**config.mk**
```make
export PLATFORM = sky130hd
export DESIGN_NAME = coef_mac38
export DESIGN_NICKNAME = d
export VERILOG_FILES = /design/src/rtl/coef_mac38.sv
export SDC_FILE = /design/constraint.sdc
export NUM_CORES = 1
export LEC_CHECK = 0
export ABC_AREA = 1
export BUFFER_PORTS_ARGS = -buffer_cell sky130_fd_sc_hd__buf_2
export CORE_UTILIZATION = 37
export DETAILED_ROUTE_END_ITERATION = 12
export SLEW_MARGIN = 20
export SYNTH_ARGS = -nofsm -noshare
export SYNTH_HDL_FRONTEND = slang
export SYNTH_SLANG_ARGS = --single-unit
```
**constraint.sdc**
```tcl
create_clock -name clk -period 2.9 [get_ports clk]
set_clock_uncertainty 0.2 [all_clocks]
set_input_delay 0.725 -clock clk [delete_from_list [all_inputs] [get_ports clk]]
set_output_delay 0.725 -clock clk [all_outputs]
set_load 0.005 [all_outputs]
```
**src/rtl/coef_mac38.sv**
```systemverilog
// coef_mac38: sequential a*b multiply-accumulate feeding the p = 2^25-2^12+1 reducer.
// Optional input range check on a is enabled by defining COEF_MAC38_RANGE_CHK_EN.
module coef_mac38 #(
  parameter int AW = 25,
  parameter int BW = 8,
  parameter int CW = 38
) (
  input  logic          clk,
  input  logic          rst_n,
  input  logic          start,
  input  logic [4:0]    len_m1,
  input  logic          in_valid,
  output logic          in_ready,
  input  logic [AW-1:0] a,
  input  logic [BW-1:0] b,
  output logic          out_valid,
  input  logic          out_ready,
  output logic [CW-1:0] c,
  output logic          busy,
  output logic          err
);

  localparam int PW = AW + BW;

  localparam logic [1:0] S_IDLE  = 2'd0;
  localparam logic [1:0] S_ACC   = 2'd1;
  localparam logic [1:0] S_DRAIN = 2'd2;
  localparam logic [1:0] S_OUT   = 2'd3;

  logic [1:0]    r_state;
  logic [1:0]    w_state_nx;
  logic [4:0]    r_cnt;
  logic [PW-1:0] r_prod;
  logic          r_pvld;
  logic [CW-1:0] r_acc;

  logic          w_idle;
  logic          w_acc;
  logic          w_out;
  logic          w_start;
  logic          w_beat;
  logic          w_last;
  logic          w_done;
  logic [PW-1:0] w_prod;

  assign w_idle  = (r_state == S_IDLE);
  assign w_acc   = (r_state == S_ACC);
  assign w_out   = (r_state == S_OUT);
  assign w_start = w_idle & start;
  assign w_beat  = w_acc & in_valid;
  assign w_last  = w_beat & (r_cnt == 5'd0);
  assign w_done  = w_out & out_ready;
  assign w_prod  = PW'(a) * PW'(b);

  // Next-state decode for the IDLE/ACC/DRAIN/OUT sequence.
  always_comb begin
    w_state_nx = r_state;
    unique case (1'b1)
      w_idle: if (start) w_state_nx = S_ACC;
      w_acc:  if (w_last) w_state_nx = S_DRAIN;
      w_out:  if (out_ready) w_state_nx = S_IDLE;
      default: w_state_nx = S_OUT;
    endcase
  end

  // State register.
  always_ff @(posedge clk or negedge rst_n) begin
    if (!rst_n) begin
      r_state <= S_IDLE;
    end else begin
      r_state <= w_state_nx;
    end
  end

  // Remaining-term counter: loaded at start, counts down per beat.
  always_ff @(posedge clk or negedge rst_n) begin
    if (!rst_n) begin
      r_cnt <= 5'd0;
    end else if (w_start) begin
      r_cnt <= len_m1;
    end else if (w_beat && !w_last) begin
      r_cnt <= r_cnt - 5'd1;
    end
  end

  // Product stage: one registered a*b per accepted beat.
  always_ff @(posedge clk or negedge rst_n) begin
    if (!rst_n) begin
      r_prod <= '0;
      r_pvld <= 1'b0;
    end else begin
      r_pvld <= w_beat;
      if (w_beat) begin
        r_prod <= w_prod;
      end
    end
  end

  // Accumulate stage: sums any valid product, cleared by a new start.
  always_ff @(posedge clk or negedge rst_n) begin
    if (!rst_n) begin
      r_acc <= '0;
    end else if (w_start) begin
      r_acc <= '0;
    end else if (r_pvld) begin
      r_acc <= r_acc + CW'(r_prod);
    end
  end

`ifdef COEF_MAC38_RANGE_CHK_EN
  localparam logic [AW-1:0] P_MOD = AW'(33550337);

  logic r_err;

  // Sticky flag for any accepted residue at or above p.
  always_ff @(posedge clk or negedge rst_n) begin
    if (!rst_n) begin
      r_err <= 1'b0;
    end else if (w_start) begin
      r_err <= 1'b0;
    end else if (w_beat && (a >= P_MOD)) begin
      r_err <= 1'b1;
    end
  end

  assign err = r_err;
`else
  assign err = 1'b0;
`endif

  assign in_ready  = w_acc;
  assign out_valid = w_out;
  assign busy      = !w_idle;
  assign c         = r_acc;

endmodule
```
==> results of run 1 <==
## cells in the final DEF, fill, tap and decap left out, drive strengths merged
cell type,netlist,final
o221a,1,1
dfrtp,79,79
fa,139,139
a21o,3,3
o21a,2,2
nor3,15,15
a31oi,1,1
clkinv,0,1
ha,92,92
nand2,684,684
xor2,3,3
nor4,2,2
a32o,2,2
clkinvlp,0,2
o31ai,4,4
bufinv,0,1
nand3b,11,11
nand4,9,9
inv,453,456
nor3b,1,1
o211ai,1,1
o221ai,1,1
buf,6,218
o22ai,1,1
and2,5,5
xnor2,14,14
o21bai,9,9
conb,1,1
nand3,84,84
nor2,112,112
o21ai,55,55
or2,10,10
and3,1,1
a22o,1,1
clkbuf,58,17
a21boi,1,1
a21oi,66,66
## state kept, by name, indices dropped and copies added (netlist names)
signal,count
r_prod,33
r_cnt,5
r_state,2
r_pvld,1
c,38
## synth_stat cells, types with 4 or more instances
master	instances	area share (%)
nand2_1	668	20
inv_1	447	13
fa_1	139	22
nor2_1	98	2.9
ha_1	92	9.0
dfrtp_1	79	16
nand3_1	79	3.1
a21oi_1	61	2.4
o21ai_0	50	2.0
clkbuf_1	48	1.4
nand2_2	16	0.78
xnor2_1	14	0.96
nor3_1	12	0.47
nand3b_1	11	0.65
nor2_2	11	0.54
clkbuf_2	10	0.39
nand4_1	9	0.44
o21bai_1	9	0.53
inv_2	6	0.18
a21oi_2	5	0.34
nand3_2	5	0.39
or2_2	5	0.25
buf_2	4	0.16
o31ai_1	4	0.24
or2_1	4	0.20
## worst max-delay path by stage
| stage | endpoint | slack (ps) |
|---|---|---|
| finish | r_prod[17] | -1460 |
| global route | r_prod[29] | -1610 |
| CTS | r_prod[17] | -1470 |
| detailed placement | r_prod[17] | -2160 |
| global placement | r_prod[17] | -2090 |
| floorplan | r_prod[17] | -1620 |
## power by group
part	internal [mW]	switching, mW	total [mW]
sequential	1.53	0.405	1.94
combinational	6.27	7.80	14.1
clock	0.679	0.529	1.21
## metal layers
metal | wire length (um) | GRT usage, % | vias up
met5 | 0 | 0 | -
met2 | 17100 | 34.9 | 266
met4 | 956 | 5.16 | 0
met1 | 17100 | 28.0 | 5588
li1 | - | - | 6060
met3 | 1470 | 1.63 | 50
## per-stage QoR
step,utilization (%),hold WS (ps)
5_1_grt,48.8,141
2_1_floorplan,-,229
3_5_place_dp,43.5,278
4_1_cts,46.9,126
3_3_place_gp,43.5,274
6_report,48.8,113
## final cells by class
| class | instances | share of cell area, % |
|---|---|---|
| multi-input combinational | 1331 | 60.5 |
| clock buffer | 9 | 1.37 |
| sequential | 79 | 12.0 |
| clock inverter | 7 | 0.479 |
| timing repair buffer | 226 | 11.8 |
| inverter | 453 | 10.3 |
| tap | 448 | 3.41 |
## timing repair
item,in CTS,in global routing
gates cloned,4,4
pin swaps,72,71
setup endpoints to repair,30,30
resized for setup,172,133
setup buffers,14,10
## logic make-up (layout without fill, tap and decap cells)
logic type | Yosys count | in the layout | synth area share, %
AND/OR/NAND/NOR | 934 | 934 | 30.5
buffers and inverters | 517 | 695 | 15.4
adder cells (fa/ha/maj) | 231 | 231 | 30.8
AO/OA/AOI/OAI | 148 | 148 | 6.61
flip-flops | 79 | 79 | 15.5
XOR/XNOR | 17 | 17 | 1.17
other | 1 | 1 | 0.0294
## critical path: stages
cell and delay [ps]:
buf_12 120, buf_12 140, nand2_1 50, inv_1 50
fa_1 540, fa_1 440, fa_1 490, inv_1 50
fa_1 490, inv_2 50, ha_4 260, nand2_8 110
inv_1 70, a21oi_4 190, nand3_4 120, nand2_2 90
nand2_2 50, or2_1 230, nand3_2 80, nand2_1 50
==> flow_summary.toml, run 1 <==
[sta]
grt_setup_unrepaired = "true"
finalSetupViolCount = 29
max_freq_mhz = 229
slew_viol_final = 0
fin_crit_ps = 4360
min_period_over_period_pct = 150
tns_ps = -36310
worst_slack_ps = -1460
final_hold_viol_count = 0

[die]
die_h_um = 188
die-area_um2 = 35200
rows = 67
ioPinCount = 85
coreArea_um2 = 33700
initial_utilization_pct = 37.8
die_x_um = 188

[synthesis]
synthFlopType = "dfrtp_1"
ys_seq_area_share_pct = 15.5
synthesis.area_um2 = 12800
syn_inst = 1927
synth-warning-count = 0
synth.net_count = 2201
synth_seq_cells = 79
yosysUniqueCellTypes = 50
syn_area_per_cell_um2 = 6.62
synth_edf_count = 0
async_flop_share_pct = 100

[job]
cap_violations = 0

[worst_setup_path]
worstReg2RegStart = "c[0]"
crit_path_start_kind = "input port"
cp_max_fo = 6
crit_type = "input port to register"
r2r_slack_ps = 270
cp.required_ps = 2940
crit_path_end_kind = "register"
rr_worst_depth = 15
r2r_end = "c[30]"
startpoint = "b[6]"
crit_arrival_ps = 4400

[final_layout]
fin_cells = 2553
layout-drive-gt1-share_pct = 25.0
post-route-cell-area_um2 = 16500
area_delta_synth_final_pct = 29.0
antenna_cells = 0
finalNetCount = 2374
fillers = 3354
regArea_um2 = 1980
multi_input_area_um2 = 9960

[place]
io_buffers = 83
dpl_worst_slack_ps = -2160
placed_cell_area_um2 = 14700
gp_congestion = 0.965
place_inst = 2506
hpwl_um = 28500

[clock_network]
cts_inserted_buffers = 9
ctsRootBufferMaster = "clkbuf_16"
holdBufCountCts = 0
clk_pin_slew_ps = 70
cts_tree = "built"
h-tree-depth = 3
cts-root-to-sink-buffers = 2
numClockSinks = 79
insertion_delay_ps = 350

[global_route]
overflow = 0
grt_pass1_vias = 11800
grt_pass1_wl_um = 58500
antenna_found_initial = 0
grt_usage_pct = 20.5
grt_max_degree = 48

[routing]
drt_iter0_drc = 623
num_vias = 12000
drc = 0
post_drt_wl_per_cell_um = 14.3
wl_um = 36600
drtAntennaViolNets = 0
firstDrtPassIters = 5
vias_per_cell = 4.69

[pwr]
power.density_nw_per_um2 = 1050
p_total_mw = 17.2
max-vdd-ir-drop_mv = 0.745
p_leak_nw = 9.52

[min_path]
min_path_type = "input port to async pin"

[outcome]
status = "finished with violations"
violations = "negative setup slack"
Note: power is estimated with default switching activity, not from simulation.
==> run 2: changes to the inputs <==
--- a/config.mk
+++ b/config.mk
@@ -9,7 +9,7 @@
 export BUFFER_PORTS_ARGS = -buffer_cell sky130_fd_sc_hd__buf_2
 export CORE_UTILIZATION = 37
 export DETAILED_ROUTE_END_ITERATION = 12
-export SLEW_MARGIN = 20
+export PLACE_DENSITY = 0.51
 export SYNTH_ARGS = -nofsm -noshare
 export SYNTH_HDL_FRONTEND = slang
 export SYNTH_SLANG_ARGS = --single-unit
==> flow_summary.toml, run 2 (synthesis results as in run 1) <==
[outcome]
status = "finished with violations"
violations = "negative setup slack"

[worst_setup_path]
path_delay_family = "adder cells"
cpMaxStageDelayCell = "fa_1"
crit_arrival_ps = 4450
crit_chain = "buf_12 > buf_12 > nand2_4 > inv_2 > fa_1 > fa_1 > fa_1 > inv_2 > fa_1 > inv_2 > ha_4 > a21oi_4 > nor2_2 > nor2_2 > nand2_2 > nand2_2 > nand2_4 > or2_1 > nand3_2 > nand2_1"
path_common_cell = "fa_1"
cp.required_ps = 2950
crit_type = "input port to register"
rr_worst_depth = 15
r2r_slack_ps = 300
r2r_end = "c[26]"
path_buf_inv = 5
cp_max_fo = 5
crit_path_start_kind = "input port"
worstReg2RegStart = "c[0]"
crit_path_end_kind = "register"
cp_slowest_stage_delay_ps = 550

[min_path]
min_path_type = "input port to async pin"

[sta]
max_freq_mhz = 227
hold_slack_ps = 115
finalSetupViolCount = 29
slew_viol_final = 0
worst_slack_ps = -1510
min_period_over_period_pct = 152
fin_crit_ps = 4410
grt_setup_unrepaired = "true"
final_hold_viol_count = 0

[clock_network]
clk_pin_slew_ps = 70
cts-root-to-sink-buffers = 2
insertion_delay_ps = 350
h-tree-depth = 3
ctsRootBufferMaster = "clkbuf_16"
cts_inserted_buffers = 9
cts_tree = "built"
numClockSinks = 79

[final_layout]
antenna_cells = 0
area_delta_synth_final_pct = 30.5
largest_reg_flops = 38
mostFrequentLayoutCells = "589 x nand2_1, 411 x inv_1, 128 x fa_1"
fin_cells = 2562
finalNetCount = 2383
layout_commonest_cell = "nand2_1"
layout-drive-gt1-share_pct = 25.9

[routing]
wl_um = 37200
post_drt_wl_per_cell_um = 14.5
drtAntennaViolNets = 0
vias_per_cell = 4.65
drt_iter0_drc = 505
firstDrtPassIters = 7
num_vias = 11900
drc = 0

[place]
hpwl_um = 29500
place_inst = 2512
gp_congestion = 0.967
io_buffers = 83

[pwr]
power.density_nw_per_um2 = 1060
p_leak_nw = 9.73
max-vdd-ir-drop_mv = 0.625

[die]
die_h_um = 188
rows = 67
ioPinCount = 85
die_x_um = 188
coreArea_um2 = 33700
die-area_um2 = 35200
initial_utilization_pct = 37.8

[global_route]
grt_pass1_wl_um = 62000
grt_max_degree = 48
overflow = 0
antenna_found_initial = 0
grt_pass1_vias = 12400
grt_usage_pct = 21.8

[job]
cap_violations = 0
-- run 2: cell types whose count changed in the layout (fill, tap and decap cells not counted), sizes merged --
cell      before  now
clkinvlp       2    1
buf          218  231
inv          456  454
clkbuf        17   14
clkinv         1    3
-- run 2: power breakdown --
part	switching (mW)	internal [mW]	total [mW]
sequential	0.400	1.54	1.94
combinational	8.13	6.43	14.6
clock	0.493	0.695	1.19
total	9.03	8.66	17.7
-- run 2: area by class of cell --
cell class	count	area, um2
Multi-Input combinational cell	1331	10100
Timing Repair Buffer	235	2030
Sequential cell	79	1980
Fill cell	3459	17100
Inverter	453	1700
Clock inverter	6	68.8
Tap cell	448	561
Clock buffer	10	239
-- run 2: per-layer routing --
layer  part of all wire [%]  GRT usage, %  routed length [um]
met1                     47          28.8               17500
met2                     49          38.3               18100
met3                    1.9          1.03                 711
met4                    2.6          6.75                 961
met5                      0             0                   0
-- run 2: worst max-delay path by stage --
| stage | startpoint | end | slack (ps) | cells after the start |
|---|---|---|---|---|
| after global routing | b[7] | r_prod[15] | -1660 | 20 |
| after detailed placement | b[3] | r_prod[17] | -2150 | 19 |
| final | b[7] | r_prod[15] | -1510 | 20 |
| after global placement | b[3] | r_prod[30] | -2110 | 18 |
| after floorplan | b[5] | r_prod[17] | -1620 | 20 |
| after CTS | b[5] | r_prod[17] | -1490 | 19 |
-- run 2: what timing repair did --
| action | CTS | global route |
|---|---|---|
| pin swaps | 71 | 100 |
| setup endpoints to repair | 30 | 29 |
| cloned | 6 | 2 |
| hold buffers | 0 | 0 |
| resized for setup | 194 | 141 |
| buffers inserted | 17 | 15 |
-- run 2: through the flow --
step	total power [mW]	TNS, ps	setup WS (ps)	cell area, um2	utilization [%]
floorplan	9.35	-41630	-1620	13200	-
global placement	13.0	-55220	-2110	14700	43.7
detailed placement	13.1	-56240	-2150	14700	43.7
CTS	16.4	-37780	-1490	16000	47.6
global route	19.3	-41980	-1660	16600	49.4
finish	17.7	-37830	-1510	16600	49.4
==> run 3: changes to the inputs <==
--- a/config.mk
+++ b/config.mk
@@ -7,6 +7,8 @@
 export LEC_CHECK = 0
 export ABC_AREA = 1
 export BUFFER_PORTS_ARGS = -buffer_cell sky130_fd_sc_hd__buf_2
+export CORE_ASPECT_RATIO = 1.75
+export CORE_MARGIN = 1.5
 export CORE_UTILIZATION = 37
 export DETAILED_ROUTE_END_ITERATION = 12
 export PLACE_DENSITY = 0.51
==> flow_summary.toml, run 3 (synthesis results as in run 1) <==
[global_route]
grt-busiest-layer = "met2"
grt_max_degree = 46
overflow = 0
grt_pass1_vias = 12600
grtUsageMet3_pct = 1.37
grt_pass1_wl_um = 63900
grt_util_met1_pct = 23.0
use_met2_pct = 46.1
grt_usage_pct = 23.3
antenna_found_initial = 0

[final_layout]
antenna_cells = 0
fillers = 3481
mostFrequentLayoutCells = "602 x nand2_1, 407 x inv_1, 132 x fa_1"
layout-drive-gt1-share_pct = 25.1
area_delta_synth_final_pct = 30.4
fin_cells = 2577
layout_commonest_cell = "nand2_1"
fin_util_pct = 49.1
post-route-cell-area_um2 = 16600
finalNetCount = 2391
largest_reg_flops = 38
multi_input_area_um2 = 9930
regArea_um2 = 1980

[clock_network]
clk_pin_slew_ps = 70
insertion_delay_ps = 360
h-tree-depth = 3
cts-root-to-sink-buffers = 2
numClockSinks = 79
cts_tree = "built"
ctsRootBufferMaster = "clkbuf_16"
cts_inserted_buffers = 9

[pwr]
pwr-share-seq_pct = 10.9
switching_power_mw = 8.92
p_leak_nw = 9.72
switching_share_pct = 50.8
max-vdd-ir-drop_mv = 0.542
p_comb_share_pct = 81.9
power.density_nw_per_um2 = 1060
internal-power_mw = 8.64
p_total_mw = 17.6
power.share.clock_pct = 7.2

[die]
die-area_um2 = 35600
die_h_um = 249
initial_utilization_pct = 37.7
ioPinCount = 85
coreArea_um2 = 33900
die_x_um = 143
rows = 89

[routing]
drtAntennaViolNets = 0
vias_per_cell = 4.67
firstDrtPassIters = 5
post_drt_wl_per_cell_um = 15.5
num_vias = 12000
drt_iter0_drc = 350
drc = 0
wl_um = 40000

[place]
hpwl_um = 32000
io_buffers = 83
gp_congestion = 0.928
dpl_worst_slack_ps = -2110
place_inst = 2531
placed_cell_area_um2 = 14800

[outcome]
status = "finished with violations"
violations = "negative setup slack"

[sta]
hold_slack_ps = 133
grt_setup_unrepaired = "true"
tns_ps = -38580
slew_viol_final = 0
final_hold_viol_count = 0
fin_crit_ps = 4500
worst_pin_slew_ps = 555
worst_slack_ps = -1600
slew_headroom_pct = 63.0
min_period_over_period_pct = 155
max_freq_mhz = 222
finalSetupViolCount = 29

[worst_setup_path]
crit_path_end_kind = "register"
crit_path_start_kind = "input port"
path_common_cell = "fa_1"
crit_arrival_ps = 4550
crit_type = "input port to register"
cp_max_fo = 8
cpMaxStageDelayCell = "fa_1"
crit_chain = "buf_12 > buf_12 > buf_8 > nand2_4 > inv_2 > fa_1 > fa_1 > fa_1 > fa_1 > ha_4 > nand2_4 > nor2_4 > inv_2 > nor2_4 > buf_6 > nand4_1 > nand3_1 > nand2_1 > nand3_1 > nand2_1"
cp.required_ps = 2950
cp_slowest_stage_delay_ps = 540

[min_path]
min_path_type = "input port to async pin"

[job]
cap_violations = 0
## run 3: worst max-delay path, delay by kind of cell
family        cells  cell delay (ps)
fa+ha+maj         5             2400
simple gates      9              830
buf+inv           6              590
## run 3: power groups by stage
stage	Combinational [mW]	Clock (mW)	Sequential (mW)
after detailed placement	11.3	0	1.94
after CTS	13.4	1.31	1.92
final	14.4	1.27	1.91
after global placement	11.2	0	1.93
after global routing	15.8	1.34	1.97
after floorplan	7.55	0	1.79
## run 3: final cells by class
cell class,instances,share of cell area [%]
Multi-Input combinational cell,1331,59.7
Tap cell,455,3.42
Inverter,453,10.2
Sequential cell,79,11.9
Timing Repair Buffer,243,12.8
Clock buffer,9,1.35
Clock inverter,7,0.579
## run 3: final timing paths
kind	from	to	slack, ps	cells after the start
max reg2reg	c[0]	c[30]	230	15
min	rst_n	c[4]	130	1
max	b[7]	r_prod[21]	-1600	20
max in group asynchronous	rst_n	c[24]	1740	2
min in group clk	r_prod[26]	r_prod[26]	280	2
min reg2reg	r_prod[26]	r_prod[26]	280	2
## run 3: metal layers
layer	vias up	share of wire (%)
met5	-	0
met4	0	6.4
li1	6078	-
met2	206	57
met1	5657	35
met3	101	1.8
## run 3: repair_timing
item | CTS | global route
endpoints found under the setup margin | 30 | 30
hold buffers | 0 | 0
pin swaps | 62 | 48
resized for setup | 218 | 89
gates cloned | 8 | 0
buffers inserted | 17 | 9
